--- src/rtl/pb_pkg.sv ---
// Shared types and default timing constants for the pushbutton array processor.
package pb_pkg;

  typedef enum logic [1:0] {
    IDLE      = 2'd0,
    PRESSED   = 2'd1,
    LONG_HELD = 2'd2
  } pb_state_t;

  localparam int DEF_N_CH        = 2;
  localparam int DEF_DEBOUNCE_MS = 5;
  localparam int DEF_LONG_MS     = 1000;
  localparam int DEF_REPEAT_MS   = 200;

endpackage

--- src/rtl/pb_channel.sv ---
// One button channel: 2-flop synchroniser, debounce, press classifier FSM and timers.
// Define PB_AUTOREPEAT_EN to build the auto-repeat counter; otherwise repeat_pulse_o is tied low.
module pb_channel
  import pb_pkg::*;
#(
  parameter int DEBOUNCE_MS = DEF_DEBOUNCE_MS,
  parameter int LONG_MS     = DEF_LONG_MS
`ifdef PB_AUTOREPEAT_EN
  ,parameter int REPEAT_MS  = DEF_REPEAT_MS
`endif
) (
  input  logic clk_1khz_i,
  input  logic rst_n_i,
  input  logic button_i,
  output logic pressed_o,
  output logic short_pulse_o,
  output logic long_pulse_o,
  output logic repeat_pulse_o
);

  localparam int DW = $clog2(DEBOUNCE_MS + 1);
  localparam int HW = $clog2(LONG_MS + 1);
  localparam logic [DW-1:0] DB_LAST   = DW'(DEBOUNCE_MS - 1);
  localparam logic [HW-1:0] HOLD_LAST = HW'(LONG_MS - 1);
  localparam logic [HW-1:0] HOLD_MAX  = HW'(LONG_MS);

  logic          sync_q1, sync_q2;
  logic [DW-1:0] db_cnt_q, db_cnt_d;
  logic          pressed_d;
  logic [HW-1:0] hold_q, hold_d;
  pb_state_t     state_q, state_d;
  logic          short_d, long_d;

  // The FSM looks at the next debounced level so it moves on the same edge pressed_o does.
  always_comb begin
    pressed_d = pressed_o;
    db_cnt_d  = '0;
    if (sync_q2 != pressed_o) begin
      if (db_cnt_q == DB_LAST) pressed_d = sync_q2;
      else                     db_cnt_d  = db_cnt_q + 1'b1;
    end
  end

  always_comb begin
    state_d = state_q;
    hold_d  = hold_q;
    short_d = 1'b0;
    long_d  = 1'b0;
    case (state_q)
      IDLE: begin
        if (pressed_d) begin
          state_d = PRESSED;
          hold_d  = '0;
        end
      end
      PRESSED: begin
        if (!pressed_d) begin
          state_d = IDLE;
          short_d = 1'b1;
        end else if (hold_q == HOLD_LAST) begin
          state_d = LONG_HELD;
          hold_d  = HOLD_MAX;
          long_d  = 1'b1;
        end else begin
          hold_d  = hold_q + 1'b1;
        end
      end
      LONG_HELD: begin
        if (!pressed_d) state_d = IDLE;
      end
      default: state_d = IDLE;
    endcase
  end

  always_ff @(posedge clk_1khz_i or negedge rst_n_i) begin
    if (!rst_n_i) begin
      sync_q1       <= 1'b0;
      sync_q2       <= 1'b0;
      db_cnt_q      <= '0;
      pressed_o     <= 1'b0;
      hold_q        <= '0;
      state_q       <= IDLE;
      short_pulse_o <= 1'b0;
      long_pulse_o  <= 1'b0;
    end else begin
      sync_q1       <= button_i;
      sync_q2       <= sync_q1;
      db_cnt_q      <= db_cnt_d;
      pressed_o     <= pressed_d;
      hold_q        <= hold_d;
      state_q       <= state_d;
      short_pulse_o <= short_d;
      long_pulse_o  <= long_d;
    end
  end

`ifdef PB_AUTOREPEAT_EN
  localparam int RW = $clog2(REPEAT_MS + 1);
  localparam logic [RW-1:0] REP_LAST = RW'(REPEAT_MS - 1);

  logic [RW-1:0] rep_cnt_q, rep_cnt_d;
  logic          rep_pulse_d;

  // Counter sits at zero outside LONG_HELD, so the first repeat lands REPEAT_MS after the long pulse.
  always_comb begin
    rep_cnt_d   = '0;
    rep_pulse_d = 1'b0;
    if (state_q == LONG_HELD && pressed_d) begin
      if (rep_cnt_q == REP_LAST) rep_pulse_d = 1'b1;
      else                       rep_cnt_d   = rep_cnt_q + 1'b1;
    end
  end

  always_ff @(posedge clk_1khz_i or negedge rst_n_i) begin
    if (!rst_n_i) begin
      rep_cnt_q      <= '0;
      repeat_pulse_o <= 1'b0;
    end else begin
      rep_cnt_q      <= rep_cnt_d;
      repeat_pulse_o <= rep_pulse_d;
    end
  end
`else
  assign repeat_pulse_o = 1'b0;
`endif

endmodule

--- src/rtl/pushbutton_array_processor.sv ---
// Array of N_CH independent debounced pushbutton channels with short/long/repeat press pulses.
// Define PB_AUTOREPEAT_EN to enable auto-repeat pulses during long holds.
module pushbutton_array_processor
  import pb_pkg::*;
#(
  parameter int N_CH        = DEF_N_CH,
  parameter int DEBOUNCE_MS = DEF_DEBOUNCE_MS,
  parameter int LONG_MS     = DEF_LONG_MS,
  parameter int REPEAT_MS   = DEF_REPEAT_MS
) (
  input  logic            clk_1khz_i,
  input  logic            rst_n_i,
  input  logic [N_CH-1:0] button_i,
  output logic [N_CH-1:0] pressed_o,
  output logic [N_CH-1:0] short_pulse_o,
  output logic [N_CH-1:0] long_pulse_o,
  output logic [N_CH-1:0] repeat_pulse_o
);

  for (genvar ch = 0; ch < N_CH; ch++) begin : g_ch
    pb_channel #(
      .DEBOUNCE_MS (DEBOUNCE_MS),
      .LONG_MS     (LONG_MS)
`ifdef PB_AUTOREPEAT_EN
      ,.REPEAT_MS  (REPEAT_MS)
`endif
    ) u_channel (
      .clk_1khz_i     (clk_1khz_i),
      .rst_n_i        (rst_n_i),
      .button_i       (button_i[ch]),
      .pressed_o      (pressed_o[ch]),
      .short_pulse_o  (short_pulse_o[ch]),
      .long_pulse_o   (long_pulse_o[ch]),
      .repeat_pulse_o (repeat_pulse_o[ch])
    );
  end

endmodule

--- config.mk ---
export PLATFORM = sky130hd
export DESIGN_NAME = pushbutton_array_processor
export DESIGN_NICKNAME = d
export VERILOG_FILES = /design/src/rtl/pb_pkg.sv /design/src/rtl/pb_channel.sv /design/src/rtl/pushbutton_array_processor.sv
export SDC_FILE = /design/constraint.sdc
export NUM_CORES = 1
export LEC_CHECK = 0
export CAP_MARGIN = 20
export CORE_AREA = 2 2 60 62
export CTS_CLUSTER_SIZE = 40
export DETAILED_ROUTE_END_ITERATION = 6
export DIE_AREA = 0 0 62 64
export PLACE_DENSITY = 0.89
export RECOVER_POWER = 50
export REMOVE_ABC_BUFFERS = 1
export SLEW_MARGIN = 30
export SYNTH_ARGS = -nofsm -noshare
export SYNTH_HDL_FRONTEND = slang
export SYNTH_SLANG_ARGS = --single-unit
--- constraint.sdc ---
create_clock -name clk_1khz_i -period 4.5 [get_ports clk_1khz_i]
set_input_delay 1.125 -clock clk_1khz_i [delete_from_list [all_inputs] [get_ports clk_1khz_i]]
set_output_delay 1.125 -clock clk_1khz_i [all_outputs]
set_load 0.01 [all_outputs]
==> results of run 1 <==
## flip-flops by register name, summed over array words and instances, names as in the netlist
register / flops
g_ch.u_channel.db_cnt_q: 6
g_ch.u_channel.short_pulse_o: 2
g_ch.u_channel.hold_q: 20
g_ch.u_channel.sync_q2: 2
g_ch.u_channel.sync_q1: 2
g_ch.u_channel.long_pulse_o: 2
g_ch.u_channel.pressed_o: 2
g_ch.u_channel.state_q: 4
## logic make-up after synthesis
| kind of cell | Yosys count |
|---|---|
| AND/OR/NAND/NOR | 83 |
| AO/OA/AOI/OAI | 47 |
| flip-flops | 40 |
| buffers and inverters | 22 |
| adder cells (fa/ha/maj) | 6 |
| XOR/XNOR | 3 |
| other | 1 |
| multiplexers | 1 |
## path summary, 6_finish.rpt
path                                          startpoint                          end  slack, ns
setup / recovery             g_ch[1].u_channel.pressed_o                 pressed_o[1]       2.08
min in group asynchronous                        rst_n_i  g_ch[0].u_channel.hold_q[8]       0.88
max in group asynchronous                        rst_n_i  g_ch[1].u_channel.hold_q[7]       2.10
setup reg to reg           g_ch[1].u_channel.db_cnt_q[0]  g_ch[1].u_channel.hold_q[9]       2.41
hold reg to reg                g_ch[1].u_channel.sync_q1    g_ch[1].u_channel.sync_q2       0.36
hold / removal                 g_ch[1].u_channel.sync_q1    g_ch[1].u_channel.sync_q2       0.36
## where the power goes
part           internal [mW]  leakage, nW  switching, mW
sequential             0.416        0.537         0.0628
clock                 0.0576       0.0281          0.112
combinational          0.116        0.326          0.157
## routing by layer
layer  share of wire (%)  up-vias  track usage [%]
met2                  45       36            30.60
met5                   0        -                0
met4                 2.6        0            11.17
li1                    -      725                -
met1                  49      713            26.22
met3                 3.5        8            4.251
## cells in the mapped netlist (all sizes together) (2+ instances only)
cell / count / area, um2
dfrtp: 40 / 1001
nand2: 22 / 82.58
o21ai: 13 / 65.06
nand3: 12 / 60.06
buf: 9 / 71.32
inv: 9 / 33.78
nor2: 9 / 33.78
or3: 9 / 56.30
a21oi: 6 / 30.03
ha: 6 / 75.07
nand2b: 5 / 31.28
a22o: 4 / 35.03
clkbuf: 4 / 16.26
nor2b: 4 / 25.02
nor3: 4 / 20.02
o211ai: 4 / 30.03
or2: 4 / 25.02
and3: 3 / 18.77
nand4b: 3 / 26.28
a21boi: 2 / 15.02
a21o: 2 / 15.01
a31oi: 2 / 12.51
and2: 2 / 15.02
nand4: 2 / 12.51
o21a: 2 / 15.01
o311ai: 2 / 17.52
xnor2: 2 / 17.52
## final cells by class
type / instances / area (um2) / area share [%]
clock buffers: 6 / 41.29 / 1.958
flip-flops and latches: 40 / 1001 / 47.48
well taps: 46 / 57.56 / 2.730
repair buffers: 10 / 87.58 / 4.154
inverters: 9 / 33.78 / 1.602
clock inverters: 1 / 5.005 / 0.2374
multi-input cells: 142 / 882.1 / 41.84
## cells in the final DEF (no fill, tap or decap), types with 5 or more instances in the layout
cell type / Yosys / final
clkbuf_4: 0 / 5
ha_1: 6 / 6
nand3_1: 12 / 12
or3_1: 9 / 9
inv_1: 9 / 9
o21ai_0: 13 / 13
dfrtp_1: 40 / 40
nand2_1: 22 / 22
a21oi_1: 6 / 6
clkdlybuf4s50_1: 0 / 8
nor2_1: 9 / 9
nand2b_1: 5 / 5
==> metrics.csv, run 1 <==
stage,metric,value,unit
finish,"non-filler cells, final",254,
placed_design,routability cong.,0.7860,
worst_hold_path,worst min-delay path class,reg -> reg,
floorplanning,initial core utilization,60.99,%
drt,routed vias,1482,
finish,share of post-route cells with drive strength above 1,5.769,%
critical_path,CP arrival,1.30,ns
placed_design,Placed Cells,246,
sta,period utilization,53.80,%
drt,"antenna viol nets, final",0,
synth,"EDFF count, synth",0,
critical_path,CP Depth,1,
synth,Adder-Cell Fraction of Synth Area,3.748,%
power,LEAKAGE,0.8907,nW
floorplanning,Ports,12,
sta,f_max,0.4131,GHz
synth,Synth async-reset ratio,100.0,%
critical_path,worst reg-to-reg path cell count,6,
clock_network,clock tree buffer depth,2,
sta,"Worst Setup Slack, final",2.079,ns
synth,syn_area_per_cell,9.868,um2
sta,slew at the pin closest to its max-slew limit,1.101,ns
power,VDD IR max,0.1754,mV
clock_network,Num CTS Buffers,5,
placed_design,PortBufs,9,
synth,Synth Area in Compound Gates,16.30,%
sta,Fin Setup TNS,0,ns
finish,diode count,0,
clock_network,clock slew at reported path FFs,0.11,ns
synth,post-synthesis simple-gate area fraction,21.92,%
sta,final hold slack,0.3602,ns
worst_hold_path,hold path cells,0,
synth,Post-Synth XOR/XNOR Area,1.312,%
clock_network,root buffer cell,clkbuf_4,
drt,DRC viols,0,
global_route,vias in the first global route,1430,
placed_design,Post-DP HPWL,2368,um
clock_network,post-cts gate resize count,0,
global_route,total grt overflow,0,
power,Final Power,0.9214,mW
synth,Cells after Synth,203,
synth,warnings from Yosys,0,
drt,drt initial violations,107,
floorplanning,die area,3968,um2
critical_path,worst path buffer plus inverter count,1,
synth,largest family of logic cells by synthesized area,simple AND/OR/NAND/NOR gates,
drt,routed wire length,3438,um
floorplanning,CORE AREA,3284,um2
sta,Slew headroom,26.62,%
global_route,first-pass GRT wire length,6009,um
synth,synth unique cells,48,
sta,Clock Skew,0.01159,ns
finish,nets,218,
critical_path,Crit. End Element,output pin,
critical_path,CP required,3.38,ns
placed_design,pre-CTS setup slack,2.449,ns
global_route,largest net degree at the start of global routing,41,
synth,post-synthesis mux area share,0.4997,%
finish,Fill cells,272,
finish,area grow syn2layout,5.247,%
job,max-capacitance violation count,0,
sta,RSZ-0062 raised after global routing,no,
critical_path,CP top delay family,buffers and inverters,
sta,Setup Viol. Count Final,0,
clock_network,clock latency on the worst-skew pair,0.35,ns
finish,design area,2108,um2
synth,"Seq/Total Area, Yosys",49.97,%
clock_network,postcts setup bufs,0,
drt,DRT Pass-1 Iters,4,
global_route,all-layer global routing usage,20.20,%
power,Pwr Density,437.1,nW/um2
status,outcome,"complete, no violations",
clock_network,CTS tree,yes,
drt,per-cell routed wire length,13.54,um
critical_path,crit path kind,reg -> out,
synth,#FFs+latches synth,40,
drt,vias per cell,5.835,
finish,final core utilization,64.19,%
critical_path,CP startpoint kind,register,
critical_path,worst path cell trace,clkdlybuf4s50_1,
sta,min Tclk post-route,2.421,ns
critical_path,slowest cell delay on critical path,0.55,ns
sta,"Slew Viols, Final",0,
clock_network,CTS sink count,40,
floorplanning,die width,62,um
clock_network,hold-fix buffers at CTS,0,
critical_path,worst-path fanout max,3,
floorplanning,Chip Height,64,um
synth,top_reg_cell synth,dfrtp_1,
critical_path,Worst path slowest cell,clkdlybuf4s50_1,
sta,final hold violation count,0,
global_route,initial antenna violation count,0,
clock_network,# H-tree levels,2,
floorplanning,Site Rows,21,
synth,Mapped Area,2003,um2
placed_design,post-place instance area,2062,um2
Power figures use the tool's default switching activity.
==> run 2, diff against run 1 <==
CORE_AREA = 2 2 62 64   (was 2 2 60 62)
DIE_AREA = 0 0 64 66   (was 0 0 62 64)
PLACE_DENSITY = 0.84   (was 0.89)
clock period = 2.4 ns   (was 4.5 ns; I/O delays follow)
==> metrics.csv, run 2 (synthesized netlist as in run 1, its figures left out) <==
stage,metric,value,unit
placed_design,Post-DP HPWL,2392,um
floorplanning,initial core utilization,56.41,%
critical_path,Worst path slowest cell,o31a_1,
critical_path,slowest cell delay on critical path,0.46,ns
critical_path,CP startpoint kind,register,
status,outcome,"complete, no violations",
power,Sw Ratio,32.17,%
critical_path,Crit. End Element,register,
finish,"non-filler cells, final",257,
sta,final hold violation count,0,
floorplanning,Site Rows,22,
finish,Top Registers,"g_ch.u_channel.hold_q (20), g_ch.u_channel.db_cnt_q (6), g_ch.u_channel.state_q (4)",
drt,vias per cell,5.619,
power,Clock power frac,27.4,%
drt,routed wire length,3461,um
finish,design area,2168,um2
finish,number of flip-flops under the largest register name,20,
finish,"commonest non-fill, non-tap cell in the layout",dfrtp_1,
floorplanning,Chip Height,66,um
drt,per-cell routed wire length,13.47,um
worst_hold_path,worst min-delay path class,reg -> reg,
power,P_int,1.318,mW
global_route,largest net degree at the start of global routing,27,
clock_network,# H-tree levels,2,
floorplanning,die area,4224,um2
finish,most frequent cells in the layout,"dfrtp_1 (40), nand2_1 (22), o21ai_0 (13)",
sta,Clock Skew,0.01347,ns
global_route,total grt overflow,0,
sta,slew at the pin closest to its max-slew limit,1.344,ns
floorplanning,CORE AREA,3551,um2
critical_path,crit path kind,reg -> reg,
sta,Fin Setup TNS,0,ns
clock_network,Num CTS Buffers,5,
critical_path,worst-path fanout max,21,
job,max-capacitance violation count,0,
drt,DRT Pass-1 Iters,4,
clock_network,CTS sink count,40,
power,Final Power,1.944,mW
clock_network,post-cts gate resize count,0,
power,Pwr Density,896.4,nW/um2
sta,"Slew Viols, Final",0,
power,VDD IR max,0.3482,mV
clock_network,root buffer cell,clkbuf_4,
critical_path,CP top delay family,compound AO/OA/AOI/OAI gates,
sta,period utilization,84.40,%
clock_network,clock slew at reported path FFs,0.12,ns
placed_design,PortBufs,9,
finish,nets,219,
sta,Slew headroom,10.42,%
floorplanning,Ports,12,
global_route,initial antenna violation count,0,
power,LEAKAGE,0.9180,nW
power,Comb power frac,26.5,%
clock_network,CTS tree,yes,
finish,share of post-route cells with drive strength above 1,6.699,%
power,Sequential Power Share,46.1,%
clock_network,hold-fix buffers at CTS,0,
global_route,all-layer global routing usage,18.86,%
sta,final hold slack,0.3534,ns
placed_design,routability cong.,0.7787,
critical_path,CP required,2.66,ns
drt,routed vias,1444,
critical_path,worst path buffer plus inverter count,1,
clock_network,clock latency on the worst-skew pair,0.35,ns
clock_network,clock tree buffer depth,2,
critical_path,CP arrival,2.28,ns
global_route,vias in the first global route,1367,
critical_path,worst path cell trace,inv_1 > ha_1 > and2_4 > o31a_1 > or3_1 > o311ai_1,
finish,diode count,0,
finish,area grow syn2layout,8.245,%
clock_network,postcts setup bufs,0,
sta,Setup Viol. Count Final,0,
sta,f_max,0.4937,GHz
drt,DRC viols,0,
drt,drt initial violations,95,
finish,Top reg by flops,g_ch.u_channel.hold_q,
placed_design,post-place instance area,2079,um2
sta,min Tclk post-route,2.026,ns
sta,RSZ-0062 raised after global routing,no,
drt,"antenna viol nets, final",0,
power,Sw Pwr,0.6253,mW
placed_design,Placed Cells,250,
global_route,first-pass GRT wire length,6023,um
floorplanning,die width,64,um
## run 2: cell types whose count changed in the layout (fill, tap and decap cells not counted), sizes merged
cell           before  now
dlygate4sd3         0    2
clkdlybuf4s50       8    6
bufinv              0    2
clkinv              1    0
## run 2: per-stage QoR
stage	util [%]	setup WS [ns]
after global placement	58.56	0.4847
after global routing	61.06	0.2293
after detailed placement	58.56	0.3613
after CTS	61.31	0.3704
after floorplan	-	0.5957
final	61.06	0.3744
## run 2: power groups by stage
stage | combinational, mW | sequential [mW] | clock, mW
floorplan | 0.348 | 0.895 | 0
global placement | 0.504 | 0.905 | 0
detailed placement | 0.521 | 0.909 | 0
CTS | 0.524 | 0.895 | 0.548
global route | 0.586 | 0.913 | 0.578
finish | 0.514 | 0.896 | 0.533
## run 2: cell type report
| type | count | area (um2) |
|---|---|---|
| Tap cell | 48 | 60.06 |
| Sequential cell | 40 | 1001 |
| Fill cell | 285 | 1383 |
| Inverter | 9 | 33.78 |
| Clock inverter | 2 | 60.06 |
| Timing Repair Buffer | 11 | 91.34 |
| Clock buffer | 5 | 37.54 |
| Multi-Input combinational cell | 142 | 884.6 |
## run 2: final timing paths
check	start	to	slack, ns	cells past startpoint
min in group asynchronous	rst_n_i	g_ch[1].u_channel.hold_q[2]	0.53	1
worst max register to register	g_ch[1].u_channel.db_cnt_q[0]	g_ch[1].u_channel.hold_q[9]	0.37	6
worst min register to register	g_ch[1].u_channel.sync_q1	g_ch[1].u_channel.sync_q2	0.35	0
worst max-delay path	g_ch[1].u_channel.db_cnt_q[0]	g_ch[1].u_channel.hold_q[9]	0.37	6
max in group asynchronous	rst_n_i	g_ch[1].u_channel.sync_q1	0.85	2
worst min-delay path	g_ch[1].u_channel.sync_q1	g_ch[1].u_channel.sync_q2	0.35	0
## run 2: worst register-to-register path: stages, from the launching register on
cell and delay, ns:
dfrtp_1 0.40, inv_1 0.05, ha_1 0.21, and2_4 0.17, o31a_1 0.46, or3_1 0.40
o311ai_1 0.24
## run 2: metal layers
layer | wire length (um) | vias to the layer above | track usage [%]
met4 | 69 | 0 | 9.783
met2 | 1602 | 34 | 31.12
met3 | 124 | 5 | 3.066
met1 | 1664 | 683 | 23.99
li1 | - | 722 | -
met5 | 0 | - | 0
==> run 3, diff against run 2 <==
CORE_AREA = 2 2 65 67   (was 2 2 62 64)
DIE_AREA = 0 0 67 69   (was 0 0 64 66)
PLACE_DENSITY = 0.81   (was 0.84)
clock period = 1.8 ns   (was 2.4 ns; I/O delays follow)
==> metrics.csv, run 3 (synthesized netlist as in run 1, its figures left out) <==
stage,metric,value,unit
critical_path,Crit. End Element,register,
sta,min Tclk post-route,1.750,ns
power,Comb power frac,35.5,%
power,Sw Pwr,0.9238,mW
global_route,total grt overflow,0,
power,P_int,1.961,mW
sta,f_max,0.5713,GHz
sta,period utilization,97.25,%
placed_design,PortBufs,9,
floorplanning,Site Rows,23,
finish,number of flip-flops under the largest register name,20,
drt,DRT Pass-1 Iters,4,
power,VDD IR max,0.7166,mV
finish,nets,237,
worst_hold_path,WHS Endpoint,g_ch[0].u_channel.sync_q2,
sta,slew at the pin closest to its max-slew limit,1.329,ns
clock_network,clock latency on the worst-skew pair,0.30,ns
sta,Clock Skew,0.01080,ns
global_route,met3 GRT Util,5.546,%
power,Final Power,2.885,mW
drt,routed vias,1544,
critical_path,Reg-to-Reg End,g_ch[1].u_channel.hold_q[7],
placed_design,pre-CTS setup slack,-0.05779,ns
sta,final hold slack,0.3542,ns
global_route,GR peak layer,met2,
critical_path,Worst path slowest cell,dfrtp_1,
drt,routed wire length,3711,um
drt,per-cell routed wire length,13.35,um
worst_hold_path,hold path cells,0,
global_route,all-layer global routing usage,18.71,%
floorplanning,die width,67,um
finish,diode count,0,
job,max-capacitance violation count,0,
floorplanning,CORE AREA,3914,um2
placed_design,routability cong.,0.8416,
sta,Slew headroom,11.39,%
global_route,met1 Usage GRT,24.95,%
global_route,initial antenna violation count,0,
worst_hold_path,Min-Delay Startpoint,g_ch[0].u_channel.sync_q1,
finish,area grow syn2layout,16.99,%
sta,final hold violation count,0,
floorplanning,initial core utilization,51.18,%
worst_hold_path,worst min-delay path class,reg -> reg,
clock_network,Num CTS Buffers,5,
placed_design,Post-DP HPWL,2628,um
clock_network,CTS tree,yes,
power,Clock power frac,24.7,%
global_route,vias in the first global route,1480,
drt,DRC viols,0,
sta,"Worst Setup Slack, final",0.04959,ns
finish,"commonest non-fill, non-tap cell in the layout",dfrtp_1,
finish,Top reg by flops,g_ch.u_channel.hold_q,
critical_path,worst reg-to-reg path cell count,7,
drt,vias per cell,5.554,
finish,most frequent cells in the layout,"dfrtp_1 (40), nand2_1 (22), buf_4 (16)",
sta,Setup Viol. Count Final,0,
finish,Top Registers,"g_ch.u_channel.hold_q (20), g_ch.u_channel.db_cnt_q (6), g_ch.u_channel.state_q (4)",
clock_network,clock slew at reported path FFs,0.08,ns
sta,"Slew Viols, Final",0,
clock_network,CTS sink count,40,
critical_path,CP required,2.00,ns
global_route,first-pass GRT wire length,6665,um
floorplanning,Chip Height,69,um
global_route,largest net degree at the start of global routing,27,
clock_network,root buffer cell,clkbuf_8,
clock_network,clock tree buffer depth,2,
power,Sequential Power Share,39.8,%
critical_path,worst path cell trace,inv_1 > ha_2 > and2_4 > o31a_1 > buf_6 > or3_1 > o311ai_1,
global_route,met2 usage,28.60,%
critical_path,CP arrival,1.95,ns
finish,Fill cells,318,
floorplanning,die area,4623,um2
sta,RSZ-0062 raised after global routing,yes,
drt,drt initial violations,106,
power,Sw Ratio,32.02,%
critical_path,worst-path fanout max,5,
power,Pwr Density,1231,nW/um2
critical_path,slowest cell delay on critical path,0.35,ns
power,LEAKAGE,1.019,nW
drt,"antenna viol nets, final",0,
critical_path,CP startpoint kind,register,
status,outcome,"complete, no violations",
critical_path,crit path kind,reg -> reg,
clock_network,# H-tree levels,2,
critical_path,r2r setup slk,0.05,ns
floorplanning,Ports,12,
critical_path,r2r startpoint,g_ch[1].u_channel.db_cnt_q[0],
finish,share of post-route cells with drive strength above 1,17.11,%
run 3: worst max path at each step:
stage | from | end | slack, ns | cells past startpoint
2_1_floorplan | g_ch[1].u_channel.db_cnt_q[0] | g_ch[1].u_channel.hold_q[9] | -0.004 | 6
3_3_place_gp | g_ch[1].u_channel.db_cnt_q[0] | g_ch[1].u_channel.hold_q[0] | 0.05 | 7
3_5_place_dp | g_ch[1].u_channel.db_cnt_q[0] | g_ch[1].u_channel.hold_q[0] | -0.06 | 7
4_1_cts | g_ch[1].u_channel.db_cnt_q[0] | g_ch[1].u_channel.hold_q[7] | -0.009 | 7
5_1_grt | g_ch[1].u_channel.db_cnt_q[1] | g_ch[1].u_channel.hold_q[7] | -0.03 | 7
6_report | g_ch[1].u_channel.db_cnt_q[0] | g_ch[1].u_channel.hold_q[7] | 0.05 | 7
run 3: power by group through the flow:
stage / clock, mW / sequential (mW) / combinational [mW]
finish: 0.714 / 1.15 / 1.02
global route: 0.782 / 1.17 / 1.14
CTS: 0.732 / 1.15 / 1.01
detailed placement: 0 / 1.17 / 0.870
global placement: 0 / 1.16 / 0.843
floorplan: 0 / 1.19 / 0.465
run 3: critical path, delay by kind of cell, from the launching register on:
family,cells,cell delay (ns)
adders and majority gates,1,0.17
AOI/OAI and AO/OA,2,0.49
and+or+nand+nor,2,0.46
buffers and inverters,2,0.18
DFF,1,0.35
run 3: metrics by stage:
stage,setup TNS [ns],instances,util (%),cell area [um2]
after floorplan,-0.008966,191,-,1919
after global placement,0,264,55.50,2172
after detailed placement,-0.05779,264,55.50,2172
after CTS,-0.01373,278,59.91,2345
after global routing,-0.05443,278,59.88,2344
final,0,278,59.88,2344
run 3: area by class of cell:
class	count	area [um2]	area share, %
clock buffer	6	72.57	3.097
clock inverter	2	35.03	1.495
inverter	9	33.78	1.442
multi-input combinational	142	902.1	38.49
sequential	40	1001	42.71
tap	50	62.56	2.670
timing repair buffer	29	236.5	10.09
run 3: per-layer routing:
metal  vias up  share of wire, %
met2        27                49
met3         5               4.7
met4         0               1.6
met1       751                44
met5         -                 0
li1        761                 -
run 3: what timing repair did:
item	CTS	global route
hold buffers	0	0
setup endpoints to repair	3	12
buffers inserted	6	0
pin swaps	5	2
resized for setup	7	3
